==> src/rtl/lcd_win_writer_if.sv <==
// Pixel-in and panel-out signals of the LCD window writer.
// master = the writer block, slave = controller/panel side.
interface lcd_win_writer_if #(
    parameter int unsigned DW = 8
);
    logic [DW-1:0] pix_in;
    logic          pix_valid;
    logic [DW-1:0] panel_data;
    logic [1:0]    panel_row;
    logic [1:0]    panel_col;
    logic          panel_we;
    logic          panel_ready;
    logic          frame_done;
    logic          drop_err;
    logic [1:0]    buf_level;

    modport master (
        input  pix_in, pix_valid, panel_ready,
        output panel_data, panel_row, panel_col, panel_we, frame_done, drop_err, buf_level
    );

    modport slave (
        output pix_in, pix_valid, panel_ready,
        input  panel_data, panel_row, panel_col, panel_we, frame_done, drop_err, buf_level
    );
endinterface

==> src/rtl/lcd_win_writer.sv <==
// Double-buffers 3x3 pixel windows from the LCD controller and writes them to
// the panel over a valid/ready port; drops whole frames when both buffers are full.
module lcd_win_writer #(
    parameter int unsigned DW = 8
) (
    input  logic              clk,
    input  logic              reset,
    lcd_win_writer_if.master  bus
);
    localparam int unsigned NPIX = 9;
    localparam int unsigned CW   = 4;

    typedef enum logic [1:0] {IDLE, WRITE, DONE} state_t;

    logic [DW-1:0] r_buf [2][NPIX];
    logic [1:0]    r_full;
    logic [1:0]    w_full_n;
    logic [1:0]    r_buf_level;

    logic          r_wsel;
    logic [CW-1:0] r_wcnt;
    logic [CW-1:0] r_dcnt;
    logic          r_dropping;
    logic          r_drop_err;

    state_t        r_state, w_state_n;
    logic          r_rsel, w_rsel_n;
    logic [1:0]    r_row, w_row_n;
    logic [1:0]    r_col, w_col_n;
    logic          r_we, w_we_n;
    logic          r_frame_done, w_frame_done_n;
    logic [DW-1:0] r_data, w_data_n;
    logic [CW-1:0] w_idx;
    logic          w_accept;

    logic          w_drop_start;
    logic          w_store;
    logic          w_last_store;

    // A new frame targeting a still-occupied buffer is discarded in full.
    assign w_drop_start = bus.pix_valid && !r_dropping && (r_wcnt == '0) && r_full[r_wsel];
    assign w_store      = bus.pix_valid && !r_dropping && !w_drop_start;
    assign w_last_store = w_store && (r_wcnt == CW'(NPIX - 1));

    always_ff @(posedge clk) begin
        if (w_store) begin
            r_buf[r_wsel][r_wcnt] <= bus.pix_in;
        end
    end

    always_ff @(posedge clk) begin
        if (reset) begin
            r_wsel     <= 1'b0;
            r_wcnt     <= '0;
            r_dcnt     <= '0;
            r_dropping <= 1'b0;
            r_drop_err <= 1'b0;
        end else if (w_drop_start) begin
            r_dropping <= 1'b1;
            r_drop_err <= 1'b1;
            r_dcnt     <= CW'(1);
        end else if (bus.pix_valid && r_dropping) begin
            if (r_dcnt == CW'(NPIX - 1)) begin
                r_dropping <= 1'b0;
                r_dcnt     <= '0;
            end else begin
                r_dcnt <= r_dcnt + CW'(1);
            end
        end else if (w_store) begin
            if (w_last_store) begin
                r_wcnt <= '0;
                r_wsel <= ~r_wsel;
            end else begin
                r_wcnt <= r_wcnt + CW'(1);
            end
        end
    end

    // Capture and release always touch different buffers, so both apply.
    always_comb begin
        w_full_n = r_full;
        if (r_state == DONE) begin
            w_full_n[r_rsel] = 1'b0;
        end
        if (w_last_store) begin
            w_full_n[r_wsel] = 1'b1;
        end
    end

    always_ff @(posedge clk) begin
        if (reset) begin
            r_full      <= '0;
            r_buf_level <= '0;
        end else begin
            r_full      <= w_full_n;
            r_buf_level <= 2'(r_full[0]) + 2'(r_full[1]);
        end
    end

    assign w_accept = r_we && bus.panel_ready;

    always_ff @(posedge clk) begin
        if (reset) begin
            r_state      <= IDLE;
            r_rsel       <= 1'b0;
            r_row        <= '0;
            r_col        <= '0;
            r_we         <= 1'b0;
            r_frame_done <= 1'b0;
            r_data       <= '0;
        end else begin
            r_state      <= w_state_n;
            r_rsel       <= w_rsel_n;
            r_row        <= w_row_n;
            r_col        <= w_col_n;
            r_we         <= w_we_n;
            r_frame_done <= w_frame_done_n;
            r_data       <= w_data_n;
        end
    end

    // Outputs are computed from the next state so they register alongside it.
    always_comb begin
        w_state_n      = r_state;
        w_rsel_n       = r_rsel;
        w_row_n        = r_row;
        w_col_n        = r_col;
        w_we_n         = 1'b0;
        w_frame_done_n = 1'b0;
        w_data_n       = r_data;
        case (r_state)
            IDLE: begin
                if (r_full[r_rsel]) begin
                    w_state_n = WRITE;
                    w_row_n   = '0;
                    w_col_n   = '0;
                end
            end
            WRITE: begin
                if (w_accept) begin
                    if (r_col == 2'd2) begin
                        w_col_n = '0;
                        if (r_row == 2'd2) begin
                            w_row_n   = '0;
                            w_state_n = DONE;
                        end else begin
                            w_row_n = r_row + 2'd1;
                        end
                    end else begin
                        w_col_n = r_col + 2'd1;
                    end
                end
            end
            DONE: begin
                w_state_n = IDLE;
                w_rsel_n  = ~r_rsel;
            end
            default: w_state_n = IDLE;
        endcase
        w_idx = CW'(w_row_n) * CW'(3) + CW'(w_col_n);
        if (w_state_n == WRITE) begin
            w_we_n   = 1'b1;
            w_data_n = r_buf[r_rsel][w_idx];
        end
        w_frame_done_n = (w_state_n == DONE);
    end

    assign bus.panel_data = r_data;
    assign bus.panel_row  = r_row;
    assign bus.panel_col  = r_col;
    assign bus.panel_we   = r_we;
    assign bus.frame_done = r_frame_done;
    assign bus.drop_err   = r_drop_err;
    assign bus.buf_level  = r_buf_level;
endmodule

==> src/flat_wrapper.sv <==
// flat-port wrapper written by rule: the top's interface ports become plain ports
module lcd_win_writer_flat 
#(
    parameter int unsigned DW = 8
)
  (clk, reset, bus_pix_in, bus_pix_valid, bus_panel_ready, bus_panel_data, bus_panel_row, bus_panel_col, bus_panel_we, bus_frame_done, bus_drop_err, bus_buf_level);
  lcd_win_writer_if #(.DW(DW)) bus_i ();
  input  logic clk;
  input  logic reset;
  input wire logic [$bits(bus_i.pix_in)-1:0] bus_pix_in;
  input wire logic [$bits(bus_i.pix_valid)-1:0] bus_pix_valid;
  input wire logic [$bits(bus_i.panel_ready)-1:0] bus_panel_ready;
  output wire logic [$bits(bus_i.panel_data)-1:0] bus_panel_data;
  output wire logic [$bits(bus_i.panel_row)-1:0] bus_panel_row;
  output wire logic [$bits(bus_i.panel_col)-1:0] bus_panel_col;
  output wire logic [$bits(bus_i.panel_we)-1:0] bus_panel_we;
  output wire logic [$bits(bus_i.frame_done)-1:0] bus_frame_done;
  output wire logic [$bits(bus_i.drop_err)-1:0] bus_drop_err;
  output wire logic [$bits(bus_i.buf_level)-1:0] bus_buf_level;
  assign bus_i.pix_in = bus_pix_in;
  assign bus_i.pix_valid = bus_pix_valid;
  assign bus_i.panel_ready = bus_panel_ready;
  assign bus_panel_data = bus_i.panel_data;
  assign bus_panel_row = bus_i.panel_row;
  assign bus_panel_col = bus_i.panel_col;
  assign bus_panel_we = bus_i.panel_we;
  assign bus_frame_done = bus_i.frame_done;
  assign bus_drop_err = bus_i.drop_err;
  assign bus_buf_level = bus_i.buf_level;
  lcd_win_writer #(.DW(DW)) u_core (.clk(clk), .reset(reset), .bus(bus_i));
endmodule
==> config.mk <==
export PLATFORM = sky130hd
export DESIGN_NAME = lcd_win_writer_flat
export DESIGN_NICKNAME = d
export VERILOG_FILES = /design/src/rtl/lcd_win_writer_if.sv /design/src/rtl/lcd_win_writer.sv /design/src/flat_wrapper.sv
export SDC_FILE = /design/constraint.sdc
export NUM_CORES = 1
export LEC_CHECK = 0
export ABC_AREA = 1
export BUFFER_PORTS_ARGS = -buffer_cell sky130_fd_sc_hd__buf_4
export CORE_MARGIN = 10
export CORE_UTILIZATION = 39
export DETAILED_ROUTE_END_ITERATION = 10
export GPL_TIMING_DRIVEN = 1
export PLACE_DENSITY_LB_ADDON = 0.2
export SETUP_SLACK_MARGIN = 0.2
export SYNTH_ARGS = -nofsm -noshare
export SYNTH_HDL_FRONTEND = slang
export SYNTH_SLANG_ARGS = --single-unit
==> constraint.sdc <==
create_clock -name clk -period 4.12 [get_ports clk]
set_input_delay 0.412 -clock clk [delete_from_list [all_inputs] [get_ports clk]]
set_output_delay 0.412 -clock clk [all_outputs]
set_load 0.1 [all_outputs]
After elaboration in Yosys (flattened, before gate mapping). Memory sizes are Yosys's and may differ from the RTL's. A register that Yosys moved wholly into a read port is not among the register bits. Index checks and enable logic that the tools add are counted.

Add/sub/neg operators: 6. $mul: 1. Magnitude comparators: 7. Eq/ne operators: 8. Multiplexer cells: 41. Bitwise gates (word level): 9. Reductions and logical operators: 20.

Operator list (number): $mux 72 (1); $bmux 8 s4 (1); $demux 8 s4 (1); $mux 2 (13); $mux 8 (3); $mux 1 (15); $pmux 2 s2 (3); $ge 5x5->1 const B (2); $logic_and 1x1->1 (10); $not 4->5 (2); $add 4x1->4 const B (2); $eq 2x2->1 const B (4); $eq 4x4->1 const B (2); $mux 4 (2); $lt 5x1->1 const B (1); $add 2x1->2 const B (2); $add 4x2->4 (1); $eq 2x1->1 const B (2); $logic_not 4->1 (1); $lt 1x2->1 const B (2); $mul 2x2->4 const B (1); $not 1->1 (4); $reduce_and 4->1 (1); $reduce_bool 2->1 (2); 11 further kinds (14).

Register bits after elaboration: 32. RAM bits: 144. Output and inout bits: 17. Word-level logic and storage cells: 108. Memories kept: 1.

Memory list: u_core.r_buf (words 2, bits a word 72, read ports 1, clocked after Yosys merged registers in 1, write ports 1, RTL line lcd_win_writer.sv:15) `logic [DW-1:0] r_buf [2][NPIX];`.

Depth between registers and ports, before layout.
Depth in word-level cells: 11. Depth in mapped cells: 20.

Least setup slack after synthesis. OpenSTA, ideal clock, no wires.

Path type: reg2reg. Start point: reg u_core.r_we (netlist: u_core.bus.panel_we). End point: reg u_core.r_data[0] (netlist: u_core.bus.panel_data[0]). Setup time: 71 ps. Arrival time: 3851 ps. Required time: 4049 ps. Path slack: 198 ps. Stages on the path, launching flop included: 17. Buffers on the path: 1. Path through: dfxtp_1 > nand2_1 > inv_1 > nand3_1 > o311ai_1 > fa_1 > inv_1 > ha_1 > inv_1 > fa_1 > buf_2 > inv_2 > nor2_1 > nand2_1 > a21oi_1 > nor2_1 > a21oi_1.

Word-level cells in the longest chain between the ends: 9. Elaborated cells between the ends (all ways): 14. Those cells by class: add/sub (1); mul (1); eq/ne (1); mux (9); bitwise (1); reduce/logical (1).

RTL lines: start, declared (RTL line lcd_win_writer.sv:30) `logic r_we, w_we_n;`; start signal, assigned (RTL line lcd_win_writer.sv:116) `r_we <= w_we_n;`; $logic_and 1x1->1 (*) (RTL line lcd_win_writer.sv:100) `assign w_accept = r_we && bus.panel_ready;`; $mux 2 (RTL line lcd_win_writer.sv:140) `if (w_accept) begin`; $pmux 2 s2 (RTL line lcd_win_writer.sv:131) `case (r_state)`; $mul 2x2->4 (RTL line lcd_win_writer.sv:160) `w_idx = CW'(w_row_n) * CW'(3) + CW'(w_col_n);`; $add 4x2->4 (RTL line lcd_win_writer.sv:160); $not 4->5 (not written as such) (RTL line lcd_win_writer.sv:163) `w_data_n = r_buf[r_rsel][w_idx];`; $bmux 8 s4 (RTL line lcd_win_writer.sv:163); $mux 8 (not written as such) (2 in a row) (RTL line lcd_win_writer.sv:163); end signal, assigned (RTL line lcd_win_writer.sv:118) `r_data <= w_data_n;`; end, declared (RTL line lcd_win_writer.sv:32) `logic [DW-1:0] r_data, w_data_n;`.

Every way passes the cells marked *; elsewhere a longest branch is shown, timed or not. The select of a mux whose other input is x is not followed. A chain may end at the register's enable or synchronous reset.

Final worst setup path.
Start point: reg u_core.r_state[1]. End point: reg u_core.r_data[4] (netlist: u_core.bus.panel_data[4]).

Word-level cells in the longest chain between the ends: 8. Elaborated cells between the ends (all ways): 16. Those cells by class: add/sub (1); mul (1); eq/ne (2); mux (10); bitwise (1); reduce/logical (1).

RTL lines: start, declared (RTL line lcd_win_writer.sv:26) `state_t r_state, w_state_n;`; start signal, assigned (RTL line lcd_win_writer.sv:112) `r_state <= w_state_n;`; $eq 2x1->1 or $logic_not 2->1 (tied branches) (RTL line lcd_win_writer.sv:131); $pmux 2 s2 (RTL line lcd_win_writer.sv:131); $mul 2x2->4 (RTL line lcd_win_writer.sv:160); $add 4x2->4 (RTL line lcd_win_writer.sv:160); $not 4->5 (not written as such) (RTL line lcd_win_writer.sv:163); $bmux 8 s4 (RTL line lcd_win_writer.sv:163); $mux 8 (not written as such) (2 in a row) (RTL line lcd_win_writer.sv:163).

Several ways; a longest one is shown, not always the timed one. The select of a mux whose other input is x is not followed.

==> flow_summary.toml <==
[run_status]
status = "finished, final reports clean"

[critical_path]
path_max_fanout = 9
setup.worst_path.start_class = "register"
setup.worst_path.end_class = "register"
crit_required_ps = 4480
cp_data_arrival_time_ps = 3980
worstSetupPathType = "register to register"

[detailed_routing]
drtIter0Drc = 343
num_vias = 5110
wirelength_microns = 17800
via_per_inst = 4.74
wl_per_cell_microns = 16.6
ant_nets = 0
dr.pass1.iters = 6
drc = 0

[worst_hold_path]
worst_hold_path_type = "primary input to register"

[sta]
drv_slew = 0
tightest_slew_ps = 884
tns_ps = 0
finalCritPeriodShare_pct = 87.8
finalSetupViolCount = 0
slew_headroom_pct = 41.1
rsz0062_at_grt = "no"
fmax_mhz = 276
hold_slack_ps = 281
hold_viol = 0
clock_skew_ps = 8.39
layout_min_cycle_time_ps = 3620

[global_route]
grt_pass1_wl_microns = 27900
grt_use_met2_pct = 22.9
met1_usage_pct = 18.0
busiest_layer = "met2"
track_usage_pct = 14.0
grt_overflow = 0
grt_max_degree = 78
antenna_found_initial = 0
grt_use_met3_pct = 2.65
grt_pass1_vias = 4907

[placement]
hpwl_microns = 11300
gp_congestion = 0.836
place.port_buffers = 28
dpl.cell_count = 1045

[logic_synthesis]
synth_nets = 800
synthCells = 777
ys_warn_count = 0
synth_top_area_cell = "edfxtp_1"
synth_top_area_share_pct = 56.4
netlist_top_cells_area = "edfxtp_1 56%, nand2_1 9.4%, dfxtp_1 8.6%"
ys_seq_area_share_pct = 65.0
syn_area_sq_um = 7670
synth-seq-cells = 177
syn_avg_cell_area_sq_um = 9.88
yosys.cell_types.count = 32

[clocking]
clock_latency_ps = 430
clockBufferDepth = 2
h-tree-depth = 4
cts_made_buffers = 17
root_buffer = "clkbuf_16"
cts.sinks = 177
tritoncts = "done"
clkTransAtPathRegs_ps = 70
cts_setup_buffers = 0

[layout]
multiInputGateArea_sq_um = 2070
final_cell_mix = "193 x nand2_1, 144 x edfxtp_1, 115 x inv_1, 88 x nand3_1, 83 x nor2_1"
final_cells = 1077
area_growth_pct = 13.3
fin_nets = 822
seq_area_sq_um = 4990
fill_cells = 1863
final_common_cell = "nand2_1"
drive_gt1_share_pct = 9.85
antenna_cells = 0

[power]
powerDensity_nw_per_um2 = 418
peakVddDrop_mv = 0.276
pwr-share-seq_pct = 53.6
swShare_pct = 20.7
p_switching_w = 0.000752
p_clk_share_pct = 43.9
p_comb_share_pct = 2.5
p_int_w = 0.00289
leakage_nw = 3.62
fin_total_pwr_w = 0.00364

[floorplan]
fp.dieH_microns = 160
die_w_microns = 160
pin_count = 29
die_area_sq_um = 25700
num_rows = 51
initial_core_util_pct = 39.6
core_area_sq_um = 19400

[flow_run]
drv_cap = 0
worst paths after layout:
path,endpoint,cells past startpoint,slack (ps),from
setup / recovery,u_core.bus.panel_data[4],19,500,u_core.r_state[1]
hold reg to reg,u_core.bus.drop_err,2,480,u_core.bus.drop_err
setup reg to reg,u_core.bus.panel_data[4],19,500,u_core.r_state[1]
hold / removal,u_core.bus.panel_we,2,280,reset
metrics by stage:
stage	util, %	area (sq um)	worst slack, ps
3_3_place_gp	41.7	8080	322
2_1_floorplan	-	7670	317
4_1_cts	44.7	8680	201
3_5_place_dp	41.7	8080	196
5_1_grt	44.8	8690	190
6_report	44.8	8690	501
cell type report:
type | instances | area share (%)
multi-input cells | 448 | 23.8
clock buffers | 23 | 6.12
flip-flops and latches | 177 | 57.4
well taps | 265 | 3.81
inverters | 122 | 5.30
clock inverters | 9 | 0.705
repair buffers | 33 | 2.85
cell usage after synthesis:
library cell	instances
inv_1	115
buf_6	4
clkinv_1	1
nand2_1	193
o21a_1	1
buf_2	18
clkbuf_1	4
o211ai_1	6
nor2_2	2
fa_1	2
xnor2_1	1
nand4_1	2
nand3_1	88
a211oi_1	1
o21ai_0	20
edfxtp_1	144
a21oi_1	23
ha_1	9
buf_1	2
inv_2	5
nor3_1	6
nor2_1	83
o211ai_2	1
o21ai_1	2
buf_4	2
nor2_4	1
or2_2	2
xor2_1	3
dfxtp_1	33
o311ai_1	1
nand2_2	1
inv_4	1
flip-flops by register name, indices dropped and copies added, names as in the netlist, named ones only:
register	cells
u_core.r_state	2
u_core.r_full	2
u_core.bus.panel_data	8
u_core.bus.buf_level	2
u_core.r_dcnt	4
u_core.bus.frame_done	1
u_core.bus.panel_row	2
u_core.r_dropping	1
u_core.bus.panel_we	1
u_core.bus.panel_col	2
u_core.bus.drop_err	1
u_core.r_buf	144
u_core.r_wcnt	4
u_core.r_rsel	1
u_core.r_wsel	1
worst max-delay path, stage by stage (launching register included):
cell and delay [ps]:
dfxtp_1 310, inv_1 60, nand2_1 100, inv_1 130
nand3_1 190, nor2_1 140, nand2_1 60, nand2_1 110
o311ai_4 140, fa_1 480, inv_1 70, ha_1 130
inv_1 40, fa_1 680, inv_2 150, nor2_1 110
nand2_1 210, a21oi_1 210, nor2_1 70, a21oi_1 130
cell families (layout without fill, tap and decap cells):
logic type      count (synthesis)  count (layout)  synth area share [%]
flops                         177             177                  65.0
compound gates                 55              55                  3.99
fa+ha+maj                      11              11                  1.99
buf+inv                       152             187                  8.25
simple gates                  378             378                  20.3
xor+xnor                        4               4                 0.457
power groups by stage:
stage                     registers (W)  clock network (W)  logic [W]
after CTS                       0.00195            0.00162  0.0000924
after global routing            0.00195            0.00170   0.000103
after detailed placement        0.00199                  0  0.0000922
after global placement          0.00199                  0  0.0000922
final                           0.00195            0.00160  0.0000906
after floorplan                 0.00199                  0  0.0000416
per-layer routing:
metal / up-vias / wire (microns)
met2: 111 / 8520
li1: 2566 / -
met3: 22 / 751
met5: - / 0
met4: 0 / 309
met1: 2411 / 8250
what timing repair did:
action                     in CTS  in global routing
setup endpoints to repair       0                  8
hold buffers                    0                  0
gates resized for setup         0                  2
(Power assumes the default switching activity.)
